===== config.mk =====
export PLATFORM = sky130hd
export DESIGN_NAME = edp_vec_player
export DESIGN_NICKNAME = d
export VERILOG_FILES = /design/src/rtl/edp_vec_pkg.sv /design/src/rtl/edp_vec_ram.sv /design/src/rtl/edp_vec_player.sv
export SDC_FILE = /design/constraint.sdc
export NUM_CORES = 2
export LEC_CHECK = 0
export BUFFER_PORTS_ARGS = -buffer_cell sky130_fd_sc_hd__buf_4
export CAP_MARGIN = 20
export CORE_ASPECT_RATIO = 1.1
export CORE_UTILIZATION = 55
export CTS_CLUSTER_SIZE = 8
export DETAILED_ROUTE_END_ITERATION = 10
export GPL_TIMING_DRIVEN = 0
export PLACE_DENSITY_LB_ADDON = 0.12
export SKIP_CTS_REPAIR_TIMING = 1
export SLEW_MARGIN = 0
export SYNTH_ARGS = -nofsm -noshare
export SYNTH_HDL_FRONTEND = slang
export SYNTH_SLANG_ARGS = --single-unit

===== constraint.sdc =====
create_clock -name eboxClk -period 12 [get_ports eboxClk]
set_input_delay 2.4 -clock eboxClk [delete_from_list [all_inputs] [get_ports eboxClk]]
set_output_delay 2.4 -clock eboxClk [all_outputs]
set_load 0.1 [all_outputs]

===== src/rtl/edp_vec_pkg.sv =====
// Shared types and constants for the EDP vector player.
// The MISR taps are used only when EDP_VEC_SIGNATURE_EN is defined.
package edp_vec_pkg;

    typedef enum logic [2:0] {
        IDLE  = 3'd0,
        APPLY = 3'd1,
        WAIT  = 3'd2,
        CHECK = 3'd3,
        DONE  = 3'd4
    } vec_state_t;

    // Feedback taps, given as offsets from the MSB: sig[W-1] ^ sig[W-3].
    localparam int MISR_TAP_A = 1;
    localparam int MISR_TAP_B = 3;

    // One vector slot at the default widths. The RAM word packs the same
    // fields in the same order for any WIDTH/CTL_W.
    typedef struct packed {
        logic [35:0] data;
        logic [31:0] ctl;
        logic [35:0] exp;
        logic [35:0] mask;
    } edp_vec_t;

endpackage


===== src/rtl/edp_vec_ram.sv =====
// Vector slot storage: one synchronous write port, one asynchronous read port.
// Contents are deliberately not reset.
module edp_vec_ram #(
    parameter int WIDTH = 36,
    parameter int CTL_W = 32,
    parameter int DEPTH = 16
) (
    input  logic                         eboxClk,
    input  logic                         we,
    input  logic [$clog2(DEPTH)-1:0]     waddr,
    input  logic [3*WIDTH+CTL_W-1:0]     wdata,
    input  logic [$clog2(DEPTH)-1:0]     raddr,
    output logic [3*WIDTH+CTL_W-1:0]     rdata
);

    logic [3*WIDTH+CTL_W-1:0] mem [DEPTH];

    always_ff @(posedge eboxClk) begin
        if (we) begin
            mem[waddr] <= wdata;
        end
    end

    assign rdata = mem[raddr];

endmodule


===== src/rtl/edp_vec_player.sv =====
// EDP stimulus/response player: replays stored vectors, waits LAT cycles, checks masked result.
// Optional MISR signature output enabled by defining EDP_VEC_SIGNATURE_EN.
//
// state | meaning
// IDLE  | waiting for start; slot writes accepted
// APPLY | drive slot idx onto stimData/stimCtl, load wait down-counter
// WAIT  | hold stimulus while the EDP settles (LAT-1 cycles)
// CHECK | sample obsData, compare under mask, pick next slot or finish
// DONE  | one-cycle done pulse, back to IDLE
module edp_vec_player
    import edp_vec_pkg::*;
#(
    parameter int WIDTH = 36,
    parameter int CTL_W = 32,
    parameter int DEPTH = 16,
    parameter int LAT   = 1
) (
    input  logic                       eboxClk,
    input  logic                       eboxReset_n,
    input  logic                       wrEn,
    input  logic [$clog2(DEPTH)-1:0]   wrAddr,
    input  logic [WIDTH-1:0]           wrData,
    input  logic [CTL_W-1:0]           wrCtl,
    input  logic [WIDTH-1:0]           wrExp,
    input  logic [WIDTH-1:0]           wrMask,
    input  logic [$clog2(DEPTH):0]     count,
    input  logic                       start,
    input  logic                       abort,
    input  logic                       stopOnFail,
    output logic [WIDTH-1:0]           stimData,
    output logic [CTL_W-1:0]           stimCtl,
    output logic                       stimValid,
    input  logic [WIDTH-1:0]           obsData,
    output logic                       busy,
    output logic                       done,
    output logic                       pass,
    output logic [$clog2(DEPTH):0]     failCount,
    output logic [$clog2(DEPTH)-1:0]   failIndex,
    output logic [WIDTH-1:0]           failObs
`ifdef EDP_VEC_SIGNATURE_EN
    ,
    output logic [WIDTH-1:0]           sig
`endif
);

    localparam int AW = $clog2(DEPTH);
    localparam int CW = AW + 1;
    localparam int VW = 3*WIDTH + CTL_W;
    localparam logic [CW-1:0] FC_MAX    = '1;
    localparam logic [2:0]    WAIT_INIT = 3'(LAT - 1);

    vec_state_t        state_q, state_d;
    logic [AW-1:0]     idx_q, idx_d;
    logic [2:0]        wait_q, wait_d;
    logic [CW-1:0]     cnt_q;
    logic              sof_q;

    logic [VW-1:0]     vec_word;
    logic [WIDTH-1:0]  vec_data, vec_exp, vec_mask;
    logic [CTL_W-1:0]  vec_ctl;

    logic              run_state;
    logic              start_run, start_zero;
    logic              mismatch, fail_inc, is_last, run_end;
    logic [CW-1:0]     fail_cnt_d;

    // Writes are blocked while running, so the active slot cannot change under the read port.
    edp_vec_ram #(
        .WIDTH (WIDTH),
        .CTL_W (CTL_W),
        .DEPTH (DEPTH)
    ) u_ram (
        .eboxClk (eboxClk),
        .we      (wrEn && !run_state),
        .waddr   (wrAddr),
        .wdata   ({wrData, wrCtl, wrExp, wrMask}),
        .raddr   (idx_q),
        .rdata   (vec_word)
    );

    assign vec_mask = vec_word[WIDTH-1:0];
    assign vec_exp  = vec_word[2*WIDTH-1:WIDTH];
    assign vec_ctl  = vec_word[2*WIDTH+CTL_W-1:2*WIDTH];
    assign vec_data = vec_word[VW-1:2*WIDTH+CTL_W];

    assign run_state = (state_q == APPLY) || (state_q == WAIT) || (state_q == CHECK);
    assign busy      = run_state;
    assign stimValid = run_state;
    assign stimData  = run_state ? vec_data : '0;
    assign stimCtl   = run_state ? vec_ctl  : '0;

    assign start_run  = (state_q == IDLE) && start && (count != '0);
    assign start_zero = (state_q == IDLE) && start && (count == '0);

    assign mismatch   = |((obsData ^ vec_exp) & vec_mask);
    assign fail_inc   = (state_q == CHECK) && mismatch;
    assign fail_cnt_d = (fail_inc && (failCount != FC_MAX)) ? failCount + CW'(1) : failCount;
    assign is_last    = ({1'b0, idx_q} == (cnt_q - CW'(1)));
    assign run_end    = run_state && (state_d == DONE);

    always_comb begin
        state_d = state_q;
        idx_d   = idx_q;
        wait_d  = wait_q;
        case (state_q)
            IDLE: begin
                if (start_run) begin
                    state_d = APPLY;
                    idx_d   = '0;
                end
            end
            APPLY: begin
                if (abort) begin
                    state_d = DONE;
                end else begin
                    wait_d  = WAIT_INIT;
                    state_d = (LAT == 1) ? CHECK : WAIT;
                end
            end
            WAIT: begin
                if (abort) begin
                    state_d = DONE;
                end else begin
                    wait_d = wait_q - 3'd1;
                    if (wait_d == 3'd0) begin
                        state_d = CHECK;
                    end
                end
            end
            CHECK: begin
                if (abort || (mismatch && sof_q) || is_last) begin
                    state_d = DONE;
                end else begin
                    idx_d   = idx_q + AW'(1);
                    state_d = APPLY;
                end
            end
            DONE:    state_d = IDLE;
            default: state_d = IDLE;
        endcase
    end

    always_ff @(posedge eboxClk or negedge eboxReset_n) begin
        if (!eboxReset_n) begin
            state_q   <= IDLE;
            idx_q     <= '0;
            wait_q    <= '0;
            cnt_q     <= '0;
            sof_q     <= 1'b0;
            done      <= 1'b0;
            pass      <= 1'b0;
            failCount <= '0;
            failIndex <= '0;
            failObs   <= '0;
        end else begin
            state_q <= state_d;
            idx_q   <= idx_d;
            wait_q  <= wait_d;
            done    <= (state_d == DONE) || start_zero;
            if (start_run || start_zero) begin
                cnt_q     <= count;
                sof_q     <= stopOnFail;
                pass      <= start_zero;
                failCount <= '0;
                failIndex <= '0;
                failObs   <= '0;
            end else begin
                if (fail_inc) begin
                    failCount <= fail_cnt_d;
                    if (failCount == '0) begin
                        failIndex <= idx_q;
                        failObs   <= obsData;
                    end
                end
                // Abort overrides pass even if the final compare was clean.
                if (run_end) begin
                    pass <= !abort && (fail_cnt_d == '0);
                end
            end
        end
    end

`ifdef EDP_VEC_SIGNATURE_EN
    always_ff @(posedge eboxClk or negedge eboxReset_n) begin
        if (!eboxReset_n) begin
            sig <= '0;
        end else if (start_run || start_zero) begin
            sig <= '0;
        end else if (state_q == CHECK) begin
            sig <= {sig[WIDTH-2:0], sig[WIDTH-MISR_TAP_A] ^ sig[WIDTH-MISR_TAP_B]} ^ obsData;
        end
    end
`endif

endmodule


; Word-level counts from Yosys, hierarchy flattened
; Memories as Yosys holds them, arrays and structs flattened.
; Index checks and enable logic that the tools add are counted.
[totals]
romBits = 0
mem_count = 1
ramBits = 2240
out_inout_bits = 117
register_bits = 63
elab_cells = 86
in_bits = 191
latch_bits = 0
[classes]
eq_ne = 10
multipliers = 0
div = 0
n_lt_le_gt_ge = 0
n_reduce_logical = 32
n_bitwise = 2
n_mux = 27
addsub = 4
shift = 0
[mem_list]
columns = name, words, word_bits, rd, rd_ports_with_merged_regs, wr, line
row1 = u_ram.mem, 16, 140, 1, 0, 1, edp_vec_ram.sv:16  ; logic [3*WIDTH+CTL_W-1:0] mem [DEPTH];
[ops]
columns = operator, count
row1 = $mux W36, 4
row2 = $and A36 B36 Y36, 1
row3 = $reduce_or A36 Y1, 1
row4 = $xor A36 B36 Y36, 1
row5 = $mux W32, 1
row6 = $mux W3, 7
row7 = $mux W4, 5
row8 = $logic_not A5 Y1, 3
row9 = $mux W5, 3
row10 = $pmux W3 S4, 1
row11 = $reduce_bool A2 Y1, 5
row12 = $logic_and A1 B1 Y1, 9
row13 = $ne A2 B2 Y1 const B, 4
row14 = $pmux W4 S2, 1
row15 = $eq A3 B2 Y1 const B, 2
row16 = $logic_not A3 Y1, 2
row17 = $logic_or A1 B1 Y1, 6
row18 = $pmux W3 S2, 1
row19 = $reduce_and A3 Y1, 2
row20 = $add A5 B1 Y5 const B, 1
row21 = $eq A4 B5 Y1, 1
row22 = $ne A5 B5 Y1 const B, 1
row23 = $reduce_bool A5 Y1, 1
row24 = $sub A5 B1 Y5 const B, 1
row25 = 7 further kinds, 11

; Longest topological paths before layout
; An unclocked memory read counts as a cell.
[logic_depth]
ltp_word = 13
ltp_mapped = 20
depth_no_buf = 11

; Cells and area by module
; From an unflattened synthesis, not the netlist that was laid out.
[unflattened]
cells_unflattened = 3994
hier_area_um2 = 88051.9
[by_module_without_submodules]
columns = mod, instances, seq_area_each_um2, cells_per_inst, area_per_inst_um2
row1 = edp_vec_ram, 1, 67264.5, 3531, 84145.7
row2 = edp_vec_player, 1, 1576.5, 463, 3906.2

; Least setup slack after synthesis
; Ideal clock, no wire load.
[synth_path]
path_kind = input-to-reg
startpoint = in wrAddr[1]
endpoint = mem u_ram.mem[0][0] (netlist bit) (enable)
setup_ns = 0.813
path_stages = 2
t_arrival_ns = 12.586
n_path_buf = 0
required_ns = 11.187
setup_slack_ns = -1.398
path_cell_list = or4b_2 nor3_1
[synth_lines]
columns = item, line
row1 = from (decl), edp_vec_player.sv:21  ; input logic [$clog2(DEPTH)-1:0] wrAddr,
row2 = to (decl), edp_vec_ram.sv:16
; Straight into the memory's write port.

; Worst setup path after layout
[layout_path]
startpoint = reg idx_q[1]
endpoint = out stimData[10]
[layout_between]
elab_chain_len = 2
[layout_lines]
columns = item, line
row1 = from (decl), edp_vec_player.sv:53  ; logic [AW-1:0] idx_q, idx_d;
row2 = from (signal assigned), edp_vec_player.sv:157  ; idx_q <= idx_d;
row3 = $mem_v2 Z16 W140, n/a
row4 = $mux W36, edp_vec_player.sv:89  ; assign stimData = run_state ? vec_data : '0;
row5 = to (decl), edp_vec_player.sv:30  ; output logic [WIDTH-1:0] stimData,
; No other way between the ends.

==> out/qor_table.md <==
| Quantity | Reported | Unit |
|---|---|---|
| Number of buffers on the longest clock path | 4 | - |
| Endpoint kind of the worst setup timing path | output port | - |
| Buffers on Ports | 279 | - |
| Internal power consumption | 15.90 | mW |
| Final count of negative-setup-slack endpoints | 0 | - |
| Final net count | 4985 | - |
| Level count of the clock H-tree | 5 | - |
| Number of global-route vias before repair | 46270 | - |
| Hold Fails Final Rpt | 0 | - |
| Die outline width | 386.0 | um |
| DRC violation total after the first TritonRoute iteration | 5579 | - |
| Hold Crit Start | failObs[32] | - |
| Mean instance size in the synthesized netlist | 22.27 | sq um |
| Portion of total power attributed to combinational logic | 21.7 | % |
| CTS Buf Count | 337 | - |
| Vias | 45200 | - |
| Setup slack of the most critical reg-to-reg path | 4600 | ps |
| Placement Cell Area | 97630 | sq um |
| Clock transition at the register clock pins on the worst setup and hold paths after CTS | 50 | ps |
| Setup repair after global routing missed its margin | no | - |
| Fraction of registers with async set or reset after synthesis | 2.736 | % |
| Root Driver | sky130_fd_sc_hd__clkbuf_16 | - |
| CTS tree | built | - |
| Max-cap violations | 0 | - |
| Pins Over Slew Limit | 0 | - |
| Most common cell after layout, fill and taps aside | sky130_fd_sc_hd__edfxtp_1 | - |
| Smallest setup slack after layout | 1820 | ps |
| Synthesized Nets | 4204 | - |
| Total of flip-flops plus latches after synthesis | 2303 | - |
| VDD IR max | 214.6 | uV |
| Measured slew at the worst slew-check pin | 1235 | ps |
| Number of enable-type register cells in the synthesized netlist | 2240 | - |
| Final Non-Filler Cells | 7042 | - |
| Initial core utilization | 55.58 | % |
| Latest clock arrival within the worst-skew pair | 940 | ps |
| Area occupied by multi-input gates | 19170 | sq um |
| Finished Cell Area | 106800 | sq um |
| Fraction of power consumed by the clock network | 37.3 | % |
| DRC violations left | 0 | - |
| Average detailed-routed wire length per instance | 35.35 | um |
| Beginning of the worst register-to-register path | idx_q[2] | - |
| DRT Pass-1 Iters | 5 | - |
| Crit path DAT | 7780 | ps |
| Post-synthesis instance area | 89200 | sq um |
| Pin count of the biggest net entering global routing | 35 | - |
| Vias per cell | 6.418 | - |
| Minimum clock period after layout | 10180 | ps |
| Worst slew slack as a fraction of its limit | 17.67 | % |
| Share of post-route cells with drive strength above 1 | 30.26 | % |
| Path type of the worst min-delay path | reg -> reg | - |
| FF+latch area | 68840 | sq um |
| Final worst path period share | 84.84 | % |
| GR Overflow Total | 0 | - |
| Global-route wire length before repair | 347.2 | mm |
| Placeable core region | 160500 | sq um |
| Cell count after synthesis | 4006 | - |
| Highest clock rate | 98.23 | MHz |
| Row count | 154 | - |
| Clk sinks | 2303 | - |
| Required time of the critical path | 9600 | ps |
| Standby leakage power | 34.51 | nW |
| Top fanout value on the critical path | 10 | - |
| DIE AREA | 163800 | sq um |
| Synth warn | 0 | - |
| Switch Pwr | 6.513 | mW |
| Distinct cells, synth | 84 | - |
| Cell count after placement | 6551 | - |
| Hold EP | failObs[32] | - |
| Final cell utilization of the core | 66.56 | % |
| Number of filler cells placed in the layout | 10280 | - |
| Min-Delay Path Depth | 2 | - |
| Number of antenna violations at the first check in global routing | 29 | - |
| Top FF cell, synth | sky130_fd_sc_hd__edfxtp_1 | - |
| Placer Congestion | 0.8120 | - |
| Outcome | finished, final reports clean | - |
| Share of total power consumed by net switching | 29.06 | % |
| Type of origin of the critical path | flop | - |
| Worst hold slack | 522.7 | ps |
| Total power draw | 22.41 | mW |
| Area added between synthesis and finish | 19.77 | % |
| Worst-case setup slack after placement | 2856 | ps |
| Final antenna-violating net count | 0 | - |
| Final WL | 249.0 | mm |
| Reg power frac | 41.0 | % |
| Total power divided by cell area | 209.7 | nW/um^2 |
| Reg2reg path depth | 13 | - |
| Largest clock skew in the final design | 50.95 | ps |
| Post-DP HPWL | 162.1 | mm |
| All-layer global routing usage | 30.91 | % |
| Sequential cell area fraction in the yosys report | 77.17 | % |
| Boundary pin count | 308 | - |
| Classification of the worst setup path | reg -> out | - |
| Die boundary height | 424.4 | um |
| Endpoint of the worst register-to-register path | failObs[20] | - |
| Top library cells by usage in the layout, fill and taps aside | sky130_fd_sc_hd__edfxtp_1 (2240), sky130_fd_sc_hd__mux4_2 (532), sky130_fd_sc_hd__clkbuf_16 (344) | - |
| Accumulated negative setup slack | 0 | ps |
-- logic make-up after synthesis --
kind of cell	after synthesis	synth area share, %
fa+ha+maj	7	0.09818
buf+inv	228	1.490
flops	2303	77.17
xor+xnor	193	1.895
compound gates	194	1.522
simple gates	371	2.129
mux	710	15.69
-- worst max path at each step --
stage	startpoint	to	slack, ps	cells after the start
4_1_cts	idx_q[1]	stimData[3]	1880	13
2_1_floorplan	wrAddr[1]	u_ram.mem[4][0]	2370	2
5_1_grt	idx_q[1]	stimData[3]	1850	13
6_report	idx_q[1]	stimData[10]	1820	13
3_3_place_gp	wrAddr[1]	u_ram.mem[8][126]	-6690	3
3_5_place_dp	idx_q[1]	stimData[3]	2860	13
-- power groups by stage --
stage	sequential, mW	clock, mW	combinational [mW]
after global placement	9.43	0	4.72
after global routing	9.20	8.78	5.03
after floorplan	9.76	0	2.86
after CTS	9.19	8.45	4.88
final	9.19	8.36	4.85
after detailed placement	9.34	0	4.86
-- state kept, by name (all words and copies together), names as in the netlist --
name / flops
u_ram.mem: 2240
failObs: 36
cnt_q: 5
failCount: 5
failIndex: 4
idx_q: 4
state_q: 3
wait_q: 3
done: 1
pass: 1
sof_q: 1
-- metal layers --
layer	global-route usage (%)	share of wire [%]	vias up
li1	-	-	18230
met1	40.58	37	24170
met2	50.55	50	2312
met3	7.483	9.3	460
met4	11.32	3.6	24
met5	0	0.067	-
-- critical path: stages, from the launching register on --
cell,delay (ps)
sky130_fd_sc_hd__dfrtp_1,350
sky130_fd_sc_hd__buf_2,290
sky130_fd_sc_hd__buf_2,430
sky130_fd_sc_hd__buf_6,340
sky130_fd_sc_hd__buf_2,580
sky130_fd_sc_hd__buf_2,530
sky130_fd_sc_hd__buf_2,470
sky130_fd_sc_hd__clkbuf_1,830
sky130_fd_sc_hd__clkbuf_1,790
sky130_fd_sc_hd__clkbuf_1,820
sky130_fd_sc_hd__mux4_2,430
sky130_fd_sc_hd__mux4_2,540
sky130_fd_sc_hd__and2_1,190
sky130_fd_sc_hd__buf_4,230
-- synth_stat cells (5+ instances only) --
master / number / area share [%]
sky130_fd_sc_hd__a22oi_1: 23 / 0.19
sky130_fd_sc_hd__nand2_1: 126 / 0.53
sky130_fd_sc_hd__edfxtp_1: 2240 / 75
sky130_fd_sc_hd__ha_1: 7 / 0.098
sky130_fd_sc_hd__dfrtp_1: 63 / 1.8
sky130_fd_sc_hd__a31oi_1: 7 / 0.049
sky130_fd_sc_hd__xnor2_1: 33 / 0.32
sky130_fd_sc_hd__a21oi_1: 23 / 0.13
sky130_fd_sc_hd__buf_2: 49 / 0.27
sky130_fd_sc_hd__o32ai_1: 5 / 0.049
sky130_fd_sc_hd__xor2_1: 160 / 1.6
sky130_fd_sc_hd__nand4b_1: 5 / 0.049
sky130_fd_sc_hd__nand2b_1: 10 / 0.070
sky130_fd_sc_hd__nor3b_1: 5 / 0.042
sky130_fd_sc_hd__buf_1: 29 / 0.12
sky130_fd_sc_hd__o211ai_1: 7 / 0.059
sky130_fd_sc_hd__mux2i_1: 146 / 1.6
sky130_fd_sc_hd__o21ai_0: 43 / 0.24
sky130_fd_sc_hd__nor2_1: 56 / 0.24
sky130_fd_sc_hd__mux2_2: 18 / 0.23
sky130_fd_sc_hd__buf_6: 35 / 0.44
sky130_fd_sc_hd__o2111ai_1: 7 / 0.069
sky130_fd_sc_hd__nor3_1: 25 / 0.14
sky130_fd_sc_hd__a211oi_1: 10 / 0.084
sky130_fd_sc_hd__inv_1: 12 / 0.050
sky130_fd_sc_hd__o21ai_1: 9 / 0.050
sky130_fd_sc_hd__mux4_1: 13 / 0.38
sky130_fd_sc_hd__clkbuf_1: 80 / 0.34
sky130_fd_sc_hd__and2_1: 69 / 0.48
sky130_fd_sc_hd__o22ai_1: 8 / 0.056
sky130_fd_sc_hd__nand4_1: 11 / 0.077
sky130_fd_sc_hd__mux4_2: 532 / 13
sky130_fd_sc_hd__o221ai_1: 5 / 0.049
sky130_fd_sc_hd__nand3_1: 25 / 0.14
sky130_fd_sc_hd__buf_4: 12 / 0.10
sky130_fd_sc_hd__or2_2: 8 / 0.056
sky130_fd_sc_hd__a221oi_1: 9 / 0.088
-- area by class of cell --
cell class	instances	share of cell area, %
Clock buffer	475	8.518
Clock inverter	5	0.04802
Buffer	215	1.203
Antenna cell	8	0.01874
Sequential cell	2303	64.44
Multi-Input combinational cell	1475	17.94
Inverter	13	0.04567
Tap cell	2106	2.466
Timing Repair Buffer	442	5.322
Power figures use the tool's default switching activity.
